[src/rtl/fetch_decode_pkg.sv]
// Shared constants and instruction-field helpers for the fetch/decode front end.
// Instruction layout, MSB first: {opcode[OPC_W-1:0], rd, rs1, rs2}, each register
// field RA_W bits wide.
package fetch_decode_pkg;

    localparam int unsigned OPC_W       = 4;
    // Upper bounds for the helper functions; REG_N up to 256 fits in these.
    localparam int unsigned MAX_RA_W    = 8;
    localparam int unsigned MAX_INSTR_W = 32;

    // Total instruction width for a given register-address width.
    function automatic int unsigned instr_width(input int unsigned ra_w);
        return OPC_W + 3 * ra_w;
    endfunction

    // Extract an ra_w-bit field starting at bit lsb of a zero-extended instruction.
    function automatic logic [MAX_RA_W-1:0] field_at(input logic [MAX_INSTR_W-1:0] instr,
                                                     input int unsigned lsb,
                                                     input int unsigned ra_w);
        logic [MAX_INSTR_W-1:0] sh;
        sh = (instr >> lsb) & ((MAX_INSTR_W'(1) << ra_w) - MAX_INSTR_W'(1));
        return sh[MAX_RA_W-1:0];
    endfunction

    function automatic logic [OPC_W-1:0] field_opc(input logic [MAX_INSTR_W-1:0] instr,
                                                   input int unsigned ra_w);
        logic [MAX_INSTR_W-1:0] sh;
        sh = instr >> (3 * ra_w);
        return sh[OPC_W-1:0];
    endfunction

    function automatic logic [MAX_RA_W-1:0] field_rd(input logic [MAX_INSTR_W-1:0] instr,
                                                     input int unsigned ra_w);
        return field_at(instr, 2 * ra_w, ra_w);
    endfunction

    function automatic logic [MAX_RA_W-1:0] field_rs1(input logic [MAX_INSTR_W-1:0] instr,
                                                      input int unsigned ra_w);
        return field_at(instr, ra_w, ra_w);
    endfunction

    function automatic logic [MAX_RA_W-1:0] field_rs2(input logic [MAX_INSTR_W-1:0] instr,
                                                      input int unsigned ra_w);
        return field_at(instr, 0, ra_w);
    endfunction

endpackage

[src/rtl/fetch_decode_pipe_regfile.sv]
// Register file with hardwired zero register, two combinational read ports,
// one synchronous write port and write-back bypass onto both read ports.
// Ports: clk, reset (async active-low), we/waddr/wdata write port,
//        raddr1/raddr2 read addresses, rdata1/rdata2 read data.
module regfile_bypass #(
    parameter  int unsigned DATA_W = 16,
    parameter  int unsigned REG_N  = 16,
    localparam int unsigned RA_W   = $clog2(REG_N)
) (
    input  logic              clk,
    input  logic              reset,
    input  logic              we,
    input  logic [RA_W-1:0]   waddr,
    input  logic [DATA_W-1:0] wdata,
    input  logic [RA_W-1:0]   raddr1,
    input  logic [RA_W-1:0]   raddr2,
    output logic [DATA_W-1:0] rdata1,
    output logic [DATA_W-1:0] rdata2
);

    logic [DATA_W-1:0] regs [REG_N];

    // Storage; register 0 is never written so it stays zero after reset.
    always_ff @(posedge clk or negedge reset) begin
        if (!reset) begin
            for (int i = 0; i < REG_N; i++) begin
                regs[i] <= '0;
            end
        end else if (we && (waddr != '0)) begin
            regs[waddr] <= wdata;
        end
    end

    // Read ports: zero register first, then same-cycle write-back, then storage.
    always_comb begin
        rdata1 = regs[raddr1];
        rdata2 = regs[raddr2];
        if (raddr1 == '0) begin
            rdata1 = '0;
        end else if (we && (waddr == raddr1)) begin
            rdata1 = wdata;
        end
        if (raddr2 == '0) begin
            rdata2 = '0;
        end else if (we && (waddr == raddr2)) begin
            rdata2 = wdata;
        end
    end

endmodule

[src/rtl/fetch_decode_pipe.sv]
// Fetch/decode front end: PC, loadable instruction memory, IF/ID register with
// valid/ready handshake, branch redirect/flush, and decoded operand read.
// Ports: clk, reset (async active-low), run (fetch enable),
//        imem_we/imem_waddr/imem_wdata (instruction load), br_valid/br_target
//        (redirect), wb_we/wb_addr/wb_data (register write-back), id_ready
//        (execute accepts); outputs pc, id_valid, id_pc, id_opcode, id_rd,
//        id_rs1_data, id_rs2_data.
module fetch_decode_pipe
    import fetch_decode_pkg::*;
#(
    parameter  int unsigned DATA_W     = 16,
    parameter  int unsigned REG_N      = 16,
    parameter  int unsigned IMEM_DEPTH = 64,
    localparam int unsigned RA_W       = $clog2(REG_N),
    localparam int unsigned PC_W       = $clog2(IMEM_DEPTH),
    localparam int unsigned INSTR_W    = instr_width(RA_W)
) (
    input  logic               clk,
    input  logic               reset,
    input  logic               run,
    input  logic               imem_we,
    input  logic [PC_W-1:0]    imem_waddr,
    input  logic [INSTR_W-1:0] imem_wdata,
    input  logic               br_valid,
    input  logic [PC_W-1:0]    br_target,
    input  logic               wb_we,
    input  logic [RA_W-1:0]    wb_addr,
    input  logic [DATA_W-1:0]  wb_data,
    input  logic               id_ready,
    output logic [PC_W-1:0]    pc,
    output logic               id_valid,
    output logic [PC_W-1:0]    id_pc,
    output logic [OPC_W-1:0]   id_opcode,
    output logic [RA_W-1:0]    id_rd,
    output logic [DATA_W-1:0]  id_rs1_data,
    output logic [DATA_W-1:0]  id_rs2_data
);

    logic [INSTR_W-1:0]     imem [IMEM_DEPTH];
    logic [INSTR_W-1:0]     id_instr;
    logic [MAX_INSTR_W-1:0] instr_ext;
    logic [RA_W-1:0]        rs1;
    logic [RA_W-1:0]        rs2;
    logic                   stall;

    assign stall = id_valid & ~id_ready;

    // Instruction memory load port; contents survive reset.
    always_ff @(posedge clk) begin
        if (imem_we) begin
            imem[imem_waddr] <= imem_wdata;
        end
    end

    // Program counter: redirect beats sequential fetch; wraps naturally at PC_W bits.
    always_ff @(posedge clk or negedge reset) begin
        if (!reset) begin
            pc <= '0;
        end else if (br_valid) begin
            pc <= br_target;
        end else if (run && !stall) begin
            pc <= pc + PC_W'(1);
        end
    end

    // IF/ID register: a redirect flushes even while stalled.
    always_ff @(posedge clk or negedge reset) begin
        if (!reset) begin
            id_valid <= 1'b0;
            id_pc    <= '0;
            id_instr <= '0;
        end else if (br_valid) begin
            id_valid <= 1'b0;
        end else if (!stall) begin
            id_valid <= run;
            id_pc    <= pc;
            id_instr <= imem[pc];
        end
    end

    // Field decode straight from the held IF/ID word.
    assign instr_ext = MAX_INSTR_W'(id_instr);
    assign id_opcode = field_opc(instr_ext, RA_W);
    assign id_rd     = RA_W'(field_rd(instr_ext, RA_W));
    assign rs1       = RA_W'(field_rs1(instr_ext, RA_W));
    assign rs2       = RA_W'(field_rs2(instr_ext, RA_W));

    regfile_bypass #(
        .DATA_W (DATA_W),
        .REG_N  (REG_N)
    ) u_regfile (
        .clk    (clk),
        .reset  (reset),
        .we     (wb_we),
        .waddr  (wb_addr),
        .wdata  (wb_data),
        .raddr1 (rs1),
        .raddr2 (rs2),
        .rdata1 (id_rs1_data),
        .rdata2 (id_rs2_data)
    );

endmodule
[config.mk]
export PLATFORM = sky130hd
export DESIGN_NAME = fetch_decode_pipe
export DESIGN_NICKNAME = d
export VERILOG_FILES = /design/src/rtl/fetch_decode_pkg.sv /design/src/rtl/fetch_decode_pipe_regfile.sv /design/src/rtl/fetch_decode_pipe.sv
export SDC_FILE = /design/constraint.sdc
export NUM_CORES = 2
export LEC_CHECK = 0
export ABC_AREA = 1
export BUFFER_PORTS_ARGS = -buffer_cell sky130_fd_sc_hd__buf_2
export CORE_UTILIZATION = 45
export CTS_CLUSTER_DIAMETER = 100
export DETAILED_ROUTE_END_ITERATION = 6
export GPL_ROUTABILITY_DRIVEN = 0
export SLEW_MARGIN = 20
export SYNTH_ARGS = -nofsm -noshare
export SYNTH_HDL_FRONTEND = slang
export SYNTH_SLANG_ARGS = --single-unit
[constraint.sdc]
create_clock -name clk -period 3.6 [get_ports clk]
set_input_delay 0.72 -clock clk [delete_from_list [all_inputs] [get_ports clk]]
set_output_delay 0.72 -clock clk [all_outputs]
set_load 0.01 [all_outputs]
# After elaboration in Yosys (flattened, before gate mapping)
# Memories as Yosys holds them, arrays and structs flattened. A register that Yosys moved wholly into a read port is not among the register bits.
# Cells that the tools add are included.
# op_classes
n_mux	19
order_cmp	4
n_addsub	1
n_reduce_logical	12
bitwise_logic	7
n_eq_ne	3
# ops
cell	count
bitwise mux 256 bit	1
2-to-1 mux 16 bit	9
binary-select mux 16 bit (select 4 bit)	2
demux 16 bit (select 4 bit)	1
>= comparator 5 bit (second input constant)	3
inverter 4 -> 5 bit	3
2-to-1 mux 6 bit	2
== test 4 bit	2
zero test 4 bit	2
adder 6 x 1 -> 6 bit (second input constant)	1
logical AND 1 bit	5
less-than comparator 5 x 1 -> 1 bit (second input constant)	1
2-to-1 mux 1 bit	4
nonzero test 4 bit	1
inverter 1 bit	3
zero test 1 bit	2
!= test 2 bit (second input constant)	1
AND reduction 2 bit	1
nonzero test 2 bit	1
bitwise AND 1 bit	1
# word_totals
reg_bits	269
ramBits	1024
n_memories	1
output_inout_bits	53
elab_cells	66
# memory_table
name	words	width	rd	rd_ports_with_merged_regs	write_ports	line	text
imem	64	16	1	1	1	fetch_decode_pipe.sv:39	logic [INSTR_W-1:0] imem [IMEM_DEPTH];

# Longest topological paths before layout
# depth
word_depth	6
mapped_depth	16

# Cells and area by module
# Synthesis repeated with hierarchy kept, for this count alone.
# unflattened
cells_unflattened	6363
hier_area_um2	59151.7
# modules_own_cells
module	instances	area_per_inst_um2	cells_each
fetch_decode_pipe	1	43795.8	4009
regfile_bypass	1	15356.0	2354

# Worst setup path before layout
# No wires, ideal clock.
# synth_path
kind	input to register
from	in imem_we
to	mem imem[48][0] (netlist name) (enable)
path_buffers	1
path_stages	3
path_slack_ns	0.326
required_ns	3.169
setup_ns	0.431
arrival_ns	2.844
cell_sequence	clkbuf_1 -> nand4_1 -> nor4_1
# synth_via
elab_chain_cells	2
# synth_rtl
item	line	text
start: declaration	fetch_decode_pipe.sv:21	input logic imem_we,
2-to-1 mux 1 bit	fetch_decode_pipe.sv:50	if (imem_we) begin
2-to-1 mux 1 bit (not written as such)	fetch_decode_pipe.sv:51	imem[imem_waddr] <= imem_wdata;
end: declaration	fetch_decode_pipe.sv:39	
# Every way passes these cells.

# Worst setup path after layout
# layout_path
from	reg id_instr[4], read port of imem
to	out id_rs1_data[5]
# layout_via
elab_chain_cells	6
elab_cells_between_ends	9
cone_classes	eq/ne: 1; mux: 5; bitwise: 1; reduce/logical: 2
# layout_rtl
item	line	text
start: declaration	fetch_decode_pipe.sv:40	logic [INSTR_W-1:0] id_instr;
inverter 4 -> 5 bit (not written as such)	fetch_decode_pipe_regfile.sv:36	rdata1 = regs[raddr1];
binary-select mux 16 bit (select 4 bit)	fetch_decode_pipe_regfile.sv:36	
2-to-1 mux 16 bit (not written as such) (2 in series)	fetch_decode_pipe_regfile.sv:36	
2-to-1 mux 16 bit	fetch_decode_pipe_regfile.sv:40	end else if (we && (waddr == raddr1)) begin
2-to-1 mux 16 bit (*)	fetch_decode_pipe_regfile.sv:38	if (raddr1 == '0) begin
end: declaration	fetch_decode_pipe.sv:35	output logic [DATA_W-1:0] id_rs1_data,
# Mark *: on every way between the ends. The rest lies on a longest branch, timed or not. The select of a mux whose other input is x is not followed.

==> impl_metrics.tcl <==
set metrics [dict create \
    cts.sinks 1309 \
    required_ns 2.88 \
    syn_nets 5925 \
    cp.depth 9 \
    clk_path_buf_depth 3 \
    outcome "completed" \
    htreeDepth 4 \
    drtPass1Iterations 6 \
    critPathLaunchType "flip-flop" \
    nFillCells 11310 \
    hold_ws_ns 0.2330 \
    antenna_found_initial 7 \
    area_growth_pct 13.25 \
    yosys.area.top_type "edfxtp_1" \
    placed_cells 7434 \
    cts_setup_buffers 0 \
    fin_crit_sh_pct 98.19 \
    grtUsageMet2_pct 42.10 \
    synth-main-ff-cell "edfxtp_1" \
    grt_start_max_net_pins 118 \
    vias_per_cell 5.591 \
    worst_pin_slew_ns 1.029 \
    syn_area_per_cell_um2 9.809 \
    synthArstFlopShare_pct 21.77 \
    ys_top_cells_by_area "edfxtp_1 53%, dfrtp_1 12%, nand2_1 10%, o21ai_0 6.1%, nand3_1 4.6%" \
    r2r-end "id_instr[14]" \
    path_cells "buf_16 > a21oi_1 > o21ai_0 > nand3_1 > nand2_1 > a31oi_2 > nor2_4 > nor2_1 > buf_2" \
    cp.arrival_ns 2.81 \
    synth_cells 5869 \
    critPathBufInv 2 \
    slowest_delay_ns 0.56 \
    syn_area_um2 57570 \
    power.leakage_uw 0.02581 \
    worstSkewPairLatency_ns 0.79 \
    endpoint_kind "primary output" \
    period_needed_ns 3.535 \
    fin_ws_ns 0.06504 \
    power_density_nw_per_um2 637.5 \
    cp-startpoint "id_instr[4]" \
    initial_utilization_pct 45.61 \
    routedWlPerCell_um 22.53 \
    ys_seq_elements 1309 \
    nets 5987 \
    dieHeight_um 359.7 \
    yosysWarningCount 0 \
    grt_pass1_wl_um 258100 \
    overflow 0 \
    routed_wl_um 173200 \
    place_hpwl_um 102100 \
    r2r_start "pc[0]" \
    hold_class "input pin to flip-flop" \
    use_met3_pct 4.195 \
    die_area_um2 129400 \
    setup_viol 0 \
    globalRouteMet1Util_pct 36.53 \
    grt_pass1_vias 40400 \
    relSlewSlack_pct 31.38 \
    drcViolationCount 0 \
    slew_viol_final 0 \
    die_x_um 359.7 \
    crit_family "compound AO/OA/AOI/OAI gates" \
    pre_cts_ws_ns 0.5190 \
    finalNonFillerCells 7689 \
    num_vias 42990 \
    p_total_uw 41560 \
    crit_type "flip-flop to primary output" \
    ir_worst_vdd_uv 555.5 \
    cp_max_fo 77 \
    busiest_layer "met2" \
    path_clk_slew_ns 0.06 \
    layout-drive-gt1-share_pct 9.626 \
    fin_skew_ns 0.03047 \
    r2r_slack_ns 0.86 \
    max_freq_ghz 0.2829 \
    track_usage_pct 26.42 \
    cts_tree "built" \
    postRouteAntennaNets 0 \
    hold_viol 0 \
    dr.first_iter.drc_count 4909 \
    cp-endpoint "id_rs1_data[5]" \
    synth_edf_count 1024 \
    ff2ff_path_depth 14 \
    ys_seq_area_share_pct 65.80 \
    cap_violations 0 \
    yosysUniqueCellTypes 29 \
    core_area_um2 126200 \
    placementRows 130 \
    portBuffers 107 \
    ios 108 \
    synth_top_area_share_pct 53.41 \
    clock-root-buffer "clkbuf_16" \
    crit_path_top_delay_cell "dfrtp_4" \
    numCtsBuffers 141 \
    fin_tns_setup_ns 0 \
]
-- cell usage in the layout (no fill, tap or decap), drive strengths merged --
cell         count
a21boi           1
a21oi          350
a311oi           1
a31oi            9
and3            12
buf            329
bufbuf           1
bufinv          12
clkbuf         176
clkinv          53
clkinvlp         2
dfrtp          285
diode            3
dlygate4sd3      1
edfxtp        1024
ha               1
inv            323
nand2         1581
nand3          525
nand3b           1
nand4           11
nor2           580
nor3             7
nor4             8
o211ai           4
o21ai          721
o22ai            4
or2             13
xnor2            1
-- area by class of cell --
cell class	instances	area (µm²)	share of cell area (%)
clock inverters	74	852.1	1.307
inverters	316	1216	1.865
well taps	1650	2064	3.166
multi-input cells	3830	16690	25.60
clock buffers	174	3692	5.663
flip-flops and latches	1309	37900	58.13
repair buffers	333	2778	4.260
diodes	3	7.507	0.01151
-- per-stage QoR --
stage | cell area (µm²) | utilization, %
2_1_floorplan | 57570 | -
3_3_place_gp | 60430 | 47.87
3_5_place_dp | 60430 | 47.87
4_1_cts | 65040 | 51.53
5_1_grt | 65190 | 51.65
6_report | 65200 | 51.65
-- metal layers --
layer	vias to the layer above	wire length [µm]
met3	316	13300
li1	19970	-
met5	-	53
met2	1869	81430
met4	10	5722
met1	20830	72730
-- sequential cells by signal, summed over array words and instances (netlist names) --
signal and flops:
id_instr 16, u_regfile.regs 256, id_valid 1, id_pc 6, imem 1024, pc 6
-- report_power, final --
part	switching (µW)	internal (µW)	leakage, µW
registers	553	17100	0.0128
logic	6590	2910	0.0108
clock network	6210	8240	0.00222
-- logic make-up after synthesis --
family	share of synthesized area [%]
flops	65.80
fa+ha+maj	0.02173
compound gates	9.532
xor+xnor	0.01522
simple gates	19.21
buf+inv	5.427
-- worst reg2reg max path, stage by stage, from the launching register on --
cell and delay [ns]:
dfrtp_4 0.64, inv_8 0.36, buf_12 0.29, buf_4 0.26
nand2_1 0.07, nand3_1 0.08, nand2_1 0.07, nand2_1 0.05
nand2_1 0.07, nor2_1 0.33, nand2_1 0.15, nand2_1 0.10
nand2_1 0.05, nand2_1 0.05, nor2_1 0.04
-- Yosys cell counts, types with 7 or more instances --
cell / count
clkbuf_1: 204
and3_1: 12
a31oi_1: 9
buf_2: 133
o21ai_0: 703
buf_6: 19
inv_1: 308
edfxtp_1: 1024
nand2_1: 1581
or2_2: 13
buf_4: 20
nor2_1: 580
nor3_1: 7
nor4_1: 8
nand3_1: 525
nand4_1: 11
dfrtp_1: 285
a21oi_1: 350
buf_1: 38
o21ai_1: 18
-- worst min path at each step --
| stage | from | to | slack (ns) | depth (start not counted) |
|---|---|---|---|---|
| 2_1_floorplan | reset | id_instr[0] | 0.42 | 0 |
| 3_3_place_gp | u_regfile.regs[245] | u_regfile.regs[245] | 0.37 | 0 |
| 3_5_place_dp | u_regfile.regs[249] | u_regfile.regs[249] | 0.37 | 0 |
| 4_1_cts | run | id_valid | 0.19 | 3 |
| 5_1_grt | imem_wdata[3] | imem[15][3] | 0.22 | 1 |
| 6_report | imem_wdata[3] | imem[15][3] | 0.23 | 1 |
-- repair_timing --
action | 4_1_cts | 5_1_grt
hold buffers | 1 | 0
gates cloned | 1 | 2
hold endpoints to repair | 22 | 0
resized for setup | 5 | 27
endpoints found under the setup margin | 9 | 20
No activity file was read; power rests on OpenSTA's default activity.
